File: config.mk
export PLATFORM = sky130hd
export DESIGN_NAME = reg_bank_arbiter
export DESIGN_NICKNAME = d
export VERILOG_FILES = /design/src/rtl/reg_arb_pkg.sv /design/src/rtl/rr_arbiter.sv /design/src/rtl/reg_bank_arbiter.sv
export SDC_FILE = /design/constraint.sdc
export NUM_CORES = 1
export LEC_CHECK = 0
export ABC_CLOCK_PERIOD_IN_PS = 42300
export BUFFER_PORTS_ARGS = -buffer_cell sky130_fd_sc_hd__buf_4
export CORE_MARGIN = 5
export CORE_UTILIZATION = 34
export CTS_CLUSTER_DIAMETER = 60
export DETAILED_ROUTE_END_ITERATION = 7
export GPL_TIMING_DRIVEN = 0
export PLACE_DENSITY_LB_ADDON = 0.3
export SLEW_MARGIN = 10
export SYNTH_ARGS = -nofsm -noshare
export SYNTH_HDL_FRONTEND = slang
export SYNTH_SLANG_ARGS = --single-unit
File: constraint.sdc
create_clock -name Clk -period 42.3 [get_ports Clk]
set_clock_uncertainty 0.2 [all_clocks]
set_input_delay 0 -clock Clk [delete_from_list [all_inputs] [get_ports Clk]]
set_output_delay 0 -clock Clk [all_outputs]
set_load 0.02 [all_outputs]
File: src/rtl/reg_arb_pkg.sv
// Shared types and helpers for the round-robin register-bank write arbiter.
// Data/byte-enable widths, FSM state type and the byte-merge function.
package reg_arb_pkg;

    localparam int DATA_W = 32;
    localparam int BE_W   = 4;

    typedef enum logic {
        IDLE  = 1'b0,
        WRITE = 1'b1
    } arb_state_t;

    // Bytes whose enable is low keep the old register contents.
    function automatic logic [DATA_W-1:0] be_merge(
        input logic [DATA_W-1:0] old_val,
        input logic [DATA_W-1:0] new_val,
        input logic [BE_W-1:0]   be
    );
        logic [DATA_W-1:0] res;
        res = old_val;
        for (int b = 0; b < BE_W; b++) begin
            if (be[b]) begin
                res[8*b +: 8] = new_val[8*b +: 8];
            end
        end
        return res;
    endfunction

endpackage

File: src/rtl/rr_arbiter.sv
// Combinational round-robin pick: first set request at or above ptr, wrapping.
// Outputs are meaningful only when req is non-zero.
module rr_arbiter #(
    parameter int NUM_REQ = 4,
    parameter int IDX_W   = $clog2(NUM_REQ)
) (
    input  logic [NUM_REQ-1:0] req,
    input  logic [IDX_W-1:0]   ptr,
    output logic [NUM_REQ-1:0] grant,
    output logic [IDX_W-1:0]   grant_idx
);

    logic             found;
    int               cand;
    logic [IDX_W-1:0] cand_idx;

    always_comb begin
        grant     = '0;
        grant_idx = '0;
        found     = 1'b0;
        cand      = 0;
        cand_idx  = '0;
        for (int k = 0; k < NUM_REQ; k++) begin
            cand     = (int'(ptr) + k) % NUM_REQ;
            cand_idx = IDX_W'(cand);
            if (!found && req[cand_idx]) begin
                found           = 1'b1;
                grant[cand_idx] = 1'b1;
                grant_idx       = cand_idx;
            end
        end
    end

endmodule

File: src/rtl/reg_bank_arbiter.sv
// Register bank shared by NUM_REQ byte-enabled writers through a two-state
// round-robin FSM, with a combinational read port.
module reg_bank_arbiter
    import reg_arb_pkg::*;
#(
    parameter int NUM_REQ  = 4,
    parameter int NUM_REGS = 16,
    parameter int ADDR_W   = 4
) (
    input  logic                     Clk,
    input  logic                     Reset,
    input  logic [NUM_REQ-1:0]       Req,
    input  logic [NUM_REQ*ADDR_W-1:0] Addr,
    input  logic [NUM_REQ*DATA_W-1:0] WData,
    input  logic [NUM_REQ*BE_W-1:0]  ByteEn,
    output logic [NUM_REQ-1:0]       Ack,
    output logic                     Err,
    output logic                     Busy,
    input  logic [ADDR_W-1:0]        Rd_Addr,
    output logic [DATA_W-1:0]        Rd_Data
);

    localparam int IDX_W = $clog2(NUM_REQ);

    arb_state_t          state, state_nxt;
    logic [IDX_W-1:0]    ptr;
    logic [IDX_W-1:0]    lat_idx;
    logic [ADDR_W-1:0]   lat_addr;
    logic [DATA_W-1:0]   lat_data;
    logic [BE_W-1:0]     lat_be;
    logic [DATA_W-1:0]   bank [NUM_REGS];

    logic [NUM_REQ-1:0]  grant;
    logic [IDX_W-1:0]    grant_idx;
    logic [NUM_REQ-1:0]  ack_nxt;
    logic                err_nxt;
    logic                busy_nxt;
    logic                start;

    logic [ADDR_W-1:0]   addr_arr [NUM_REQ];
    logic [DATA_W-1:0]   data_arr [NUM_REQ];
    logic [BE_W-1:0]     be_arr   [NUM_REQ];

    for (genvar i = 0; i < NUM_REQ; i++) begin : g_unpack
        assign addr_arr[i] = Addr[i*ADDR_W +: ADDR_W];
        assign data_arr[i] = WData[i*DATA_W +: DATA_W];
        assign be_arr[i]   = ByteEn[i*BE_W +: BE_W];
    end

    rr_arbiter #(
        .NUM_REQ (NUM_REQ),
        .IDX_W   (IDX_W)
    ) u_rr_arbiter (
        .req       (Req),
        .ptr       (ptr),
        .grant     (grant),
        .grant_idx (grant_idx)
    );

    assign start = (state == IDLE) && (|Req);

    always_comb begin
        state_nxt = state;
        ack_nxt   = '0;
        err_nxt   = 1'b0;
        busy_nxt  = 1'b0;
        case (state)
            IDLE: begin
                if (|Req) begin
                    state_nxt = WRITE;
                    ack_nxt   = grant;
                    busy_nxt  = 1'b1;
                    err_nxt   = {1'b0, addr_arr[grant_idx]} >= (ADDR_W+1)'(NUM_REGS);
                end
            end
            WRITE: state_nxt = IDLE;
            default: state_nxt = IDLE;
        endcase
    end

    always_ff @(posedge Clk or posedge Reset) begin
        if (Reset) begin
            state    <= IDLE;
            Ack      <= '0;
            Err      <= 1'b0;
            Busy     <= 1'b0;
            ptr      <= '0;
            lat_idx  <= '0;
            lat_addr <= '0;
            lat_data <= '0;
            lat_be   <= '0;
        end else begin
            state <= state_nxt;
            Ack   <= ack_nxt;
            Err   <= err_nxt;
            Busy  <= busy_nxt;
            if (start) begin
                lat_idx  <= grant_idx;
                lat_addr <= addr_arr[grant_idx];
                lat_data <= data_arr[grant_idx];
                lat_be   <= be_arr[grant_idx];
            end
            if (state == WRITE) begin
                ptr <= (lat_idx == IDX_W'(NUM_REQ-1)) ? '0 : lat_idx + 1'b1;
            end
        end
    end

    // Out-of-range latched addresses match no register, so the bank is untouched.
    always_ff @(posedge Clk or posedge Reset) begin
        if (Reset) begin
            for (int r = 0; r < NUM_REGS; r++) begin
                bank[r] <= '0;
            end
        end else if (state == WRITE) begin
            for (int r = 0; r < NUM_REGS; r++) begin
                if (lat_addr == ADDR_W'(r)) begin
                    bank[r] <= be_merge(bank[r], lat_data, lat_be);
                end
            end
        end
    end

    always_comb begin
        Rd_Data = '0;
        for (int r = 0; r < NUM_REGS; r++) begin
            if (Rd_Addr == ADDR_W'(r)) begin
                Rd_Data = bank[r];
            end
        end
    end

endmodule

==> flow_summary.json <==
{
  "route.detailed.drc": 0,
  "synth_top_area_cell": "dfrtp_1",
  "post-route-util_pct": 42.36,
  "hold_path.startpoint": "WData[100]",
  "layout-area-overhead-vs-synth_pct": 23.67,
  "finalHoldViolations": 0,
  "syn_inst": 2250,
  "tightestPinTransition_ns": 1.424,
  "most_common_flop_cell_mapped_by_yosys": "dfrtp_1",
  "average_size_of_a_mapped_cell_um2": 12.24,
  "detail_route.wirelength_mm": 116.9,
  "post_synth_instance_area_um2": 27550,
  "clock_tree.root_cell": "clkbuf_16",
  "slew-limit-headroom_pct": 4.707,
  "critical_path.max_fanout": 10,
  "path_clk_slew_ns": 0.06,
  "design.final.nets": 2833,
  "leakagePower_nw": 15.81,
  "slew_violations": 0,
  "timing.critical_path.required_ns": 42.58,
  "detailedRoute.firstPassIterationCount": 6,
  "max_cap_viols": 0,
  "critPathLaunch": "ptr[0]",
  "worst_ep_arrival_ns": 5.14,
  "dp_slack_ns": 38.10,
  "status": "completed",
  "dp.cells": 3519,
  "power.density_nw_per_um2": 64.54,
  "synth.yosys.seq_area_share_pct": 50.96,
  "power.ir.vdd_worst_v": 0.00002971,
  "first_global_vias": 22716,
  "layout_setup_ws_ns": 37.44,
  "synth_top_area_cells": "dfrtp_1, mux2_2, mux2i_1",
  "synthesized_flop_and_latch_total": 561,
  "gr-total-overflow": 0,
  "cts.path.max_buffers": 3,
  "setup_violations": 0,
  "cts_tree": "done",
  "period_minus_slack_ns": 4.859,
  "io-pin-count": 208,
  "fp.dieW_um": 294.6,
  "numPortBuffers": 204,
  "grt.total_usage_pct": 26.21,
  "core.rowCount": 104,
  "yosysWarnings": 0,
  "cts.sinks": 561,
  "critPathLaunchType": "flop",
  "final_estimated_routing_congestion_in_global_placement": 0.9491,
  "die_area_um2": 86820,
  "clkLatencyLatePin_ns": 0.61,
  "synth.distinct_cells": 63,
  "final-instance-count-excl-fill": 3768,
  "timing_worst_setup_path_type": "reg2reg",
  "post-dp-hpwl_mm": 76.13,
  "grt_setup_unrepaired": "no",
  "initial_utilization_pct": 34.26,
  "synthDominantCellAreaShare_pct": 50.96,
  "drive_gt1_share_pct": 33.97,
  "vias_per_cell": 5.906,
  "rr_startpoint": "ptr[0]",
  "num_cts_buffers": 66,
  "route.detailed.wl_per_inst_um": 31.01,
  "net_count_synth": 2429,
  "grt_pass1_wl_mm": 164.3,
  "fmax_mhz": 205.8,
  "detailedRoute.firstIterationViolations": 2704,
  "htree_num_levels": 3,
  "final_cycle_utilization_of_the_critical_path_pct": 11.49,
  "route.vias.total": 22253,
  "antenna_violations_before_repair": 8,
  "post-layout-total-power_mw": 2.199,
  "synthTopCellsByCount": "dfrtp_1, mux2_2, mux2i_1, nand2_1, o21ai_0",
  "die_h_um": 294.6,
  "pin_count_of_the_biggest_net_entering_global_routing": 125,
  "async_flop_share_pct": 100.0,
  "synth-edff-count": 0,
  "setup.worst_path.end_class": "flop",
  "fp.coreArea_um2": 80420,
  "synth.most_common_cell": "dfrtp_1",
  "setup_total_negative_slack_ns": 0,
  "ant_nets": 0,
  "hold_class": "in2reg",
  "resized_cells_post_cts": 0
}
worst paths after layout:
| kind | end | slack (ns) | depth (start not counted) |
|---|---|---|---|
| max | lat_data[8] | 37.44 | 11 |
| min | lat_data[4] | 0.06 | 4 |
| max reg2reg | lat_data[8] | 37.44 | 11 |
| min reg2reg | bank[150] | 0.28 | 1 |
| max in group asynchronous | bank[502] | 39.25 | 7 |
| min in group asynchronous | bank[480] | 0.47 | 4 |
what timing repair did:
| action | in CTS | in global routing |
|---|---|---|
| endpoints found under the setup margin | 0 | 0 |
| setup buffers | 0 | 0 |
| hold buffers | 127 | 0 |
| hold endpoints to repair | 368 | 0 |
registers in the layout (all words and copies together), names as in the netlist:
signal / count
lat_addr: 4
bank: 512
Ack: 4
ptr: 2
Busy: 1
lat_be: 4
lat_idx: 2
lat_data: 32
metal layers:
layer,global-route usage [%],vias to the layer above,part of all wire [%]
li1,-,9124,-
met1,33.80,11468,39
met3,7.196,353,10
met2,40.35,1306,44
met5,0.3326,-,0.011
met4,13.85,2,6.2
placed cells by master (no fill, tap or decap), types with 71 or more instances in the layout:
cell           instances
dfrtp_1              561
mux2_2               504
buf_4                212
mux2i_1              180
nand2_1              162
o21ai_0              140
dlygate4sd3_1        127
clkbuf_1             118
a21oi_1              101
nor2_1                79
clkbuf_16             71
final cells by class:
class                      count  area [um^2]
inverter                      10        45.04
multi-input combinational   1518        12730
timing repair buffer         336         2928
tap                         1060         1326
antenna                        6        15.01
clock inverter                20        257.7
fill                        7523        46350
sequential                   561        14040
clock buffer                  96         1971
buffer                       161        755.7
stage by stage:
stage,instance area (um^2),hold WS (ns)
2_1_floorplan,27550,0.009365
3_3_place_gp,30410,0.1288
3_5_place_dp,30550,-0.03369
5_1_grt,34050,0.08713
4_1_cts,34050,0.03516
6_report,34070,0.05684
power breakdown:
part / internal, mW / total [mW] / switching [mW]
logic: 0.360 / 0.741 / 0.381
clock network: 0.355 / 0.591 / 0.236
registers: 0.731 / 0.866 / 0.135
kinds of logic after synthesis:
logic type	Yosys count	synth area share [%]
multiplexers	742	30.49
flip-flops	561	50.96
AO/OA/AOI/OAI	428	9.870
AND/OR/NAND/NOR	338	5.387
buffers and inverters	171	2.866
adder cells (fa/ha/maj)	9	0.4088
other	1	0.01361
critical path, cell delays in order, from the launching register on:
cell and delay (ns):
dfrtp_1 0.48, buf_2 0.28, inv_1 0.21, ha_1 0.37, buf_4 0.18, a2111oi_0 0.33, or3_1 0.31, or2_1 0.14
clkbuf_1 0.88, buf_2 0.45, o221ai_1 0.22, dlygate4sd3_1 0.67
Note: power is estimated with default switching activity, not from simulation.
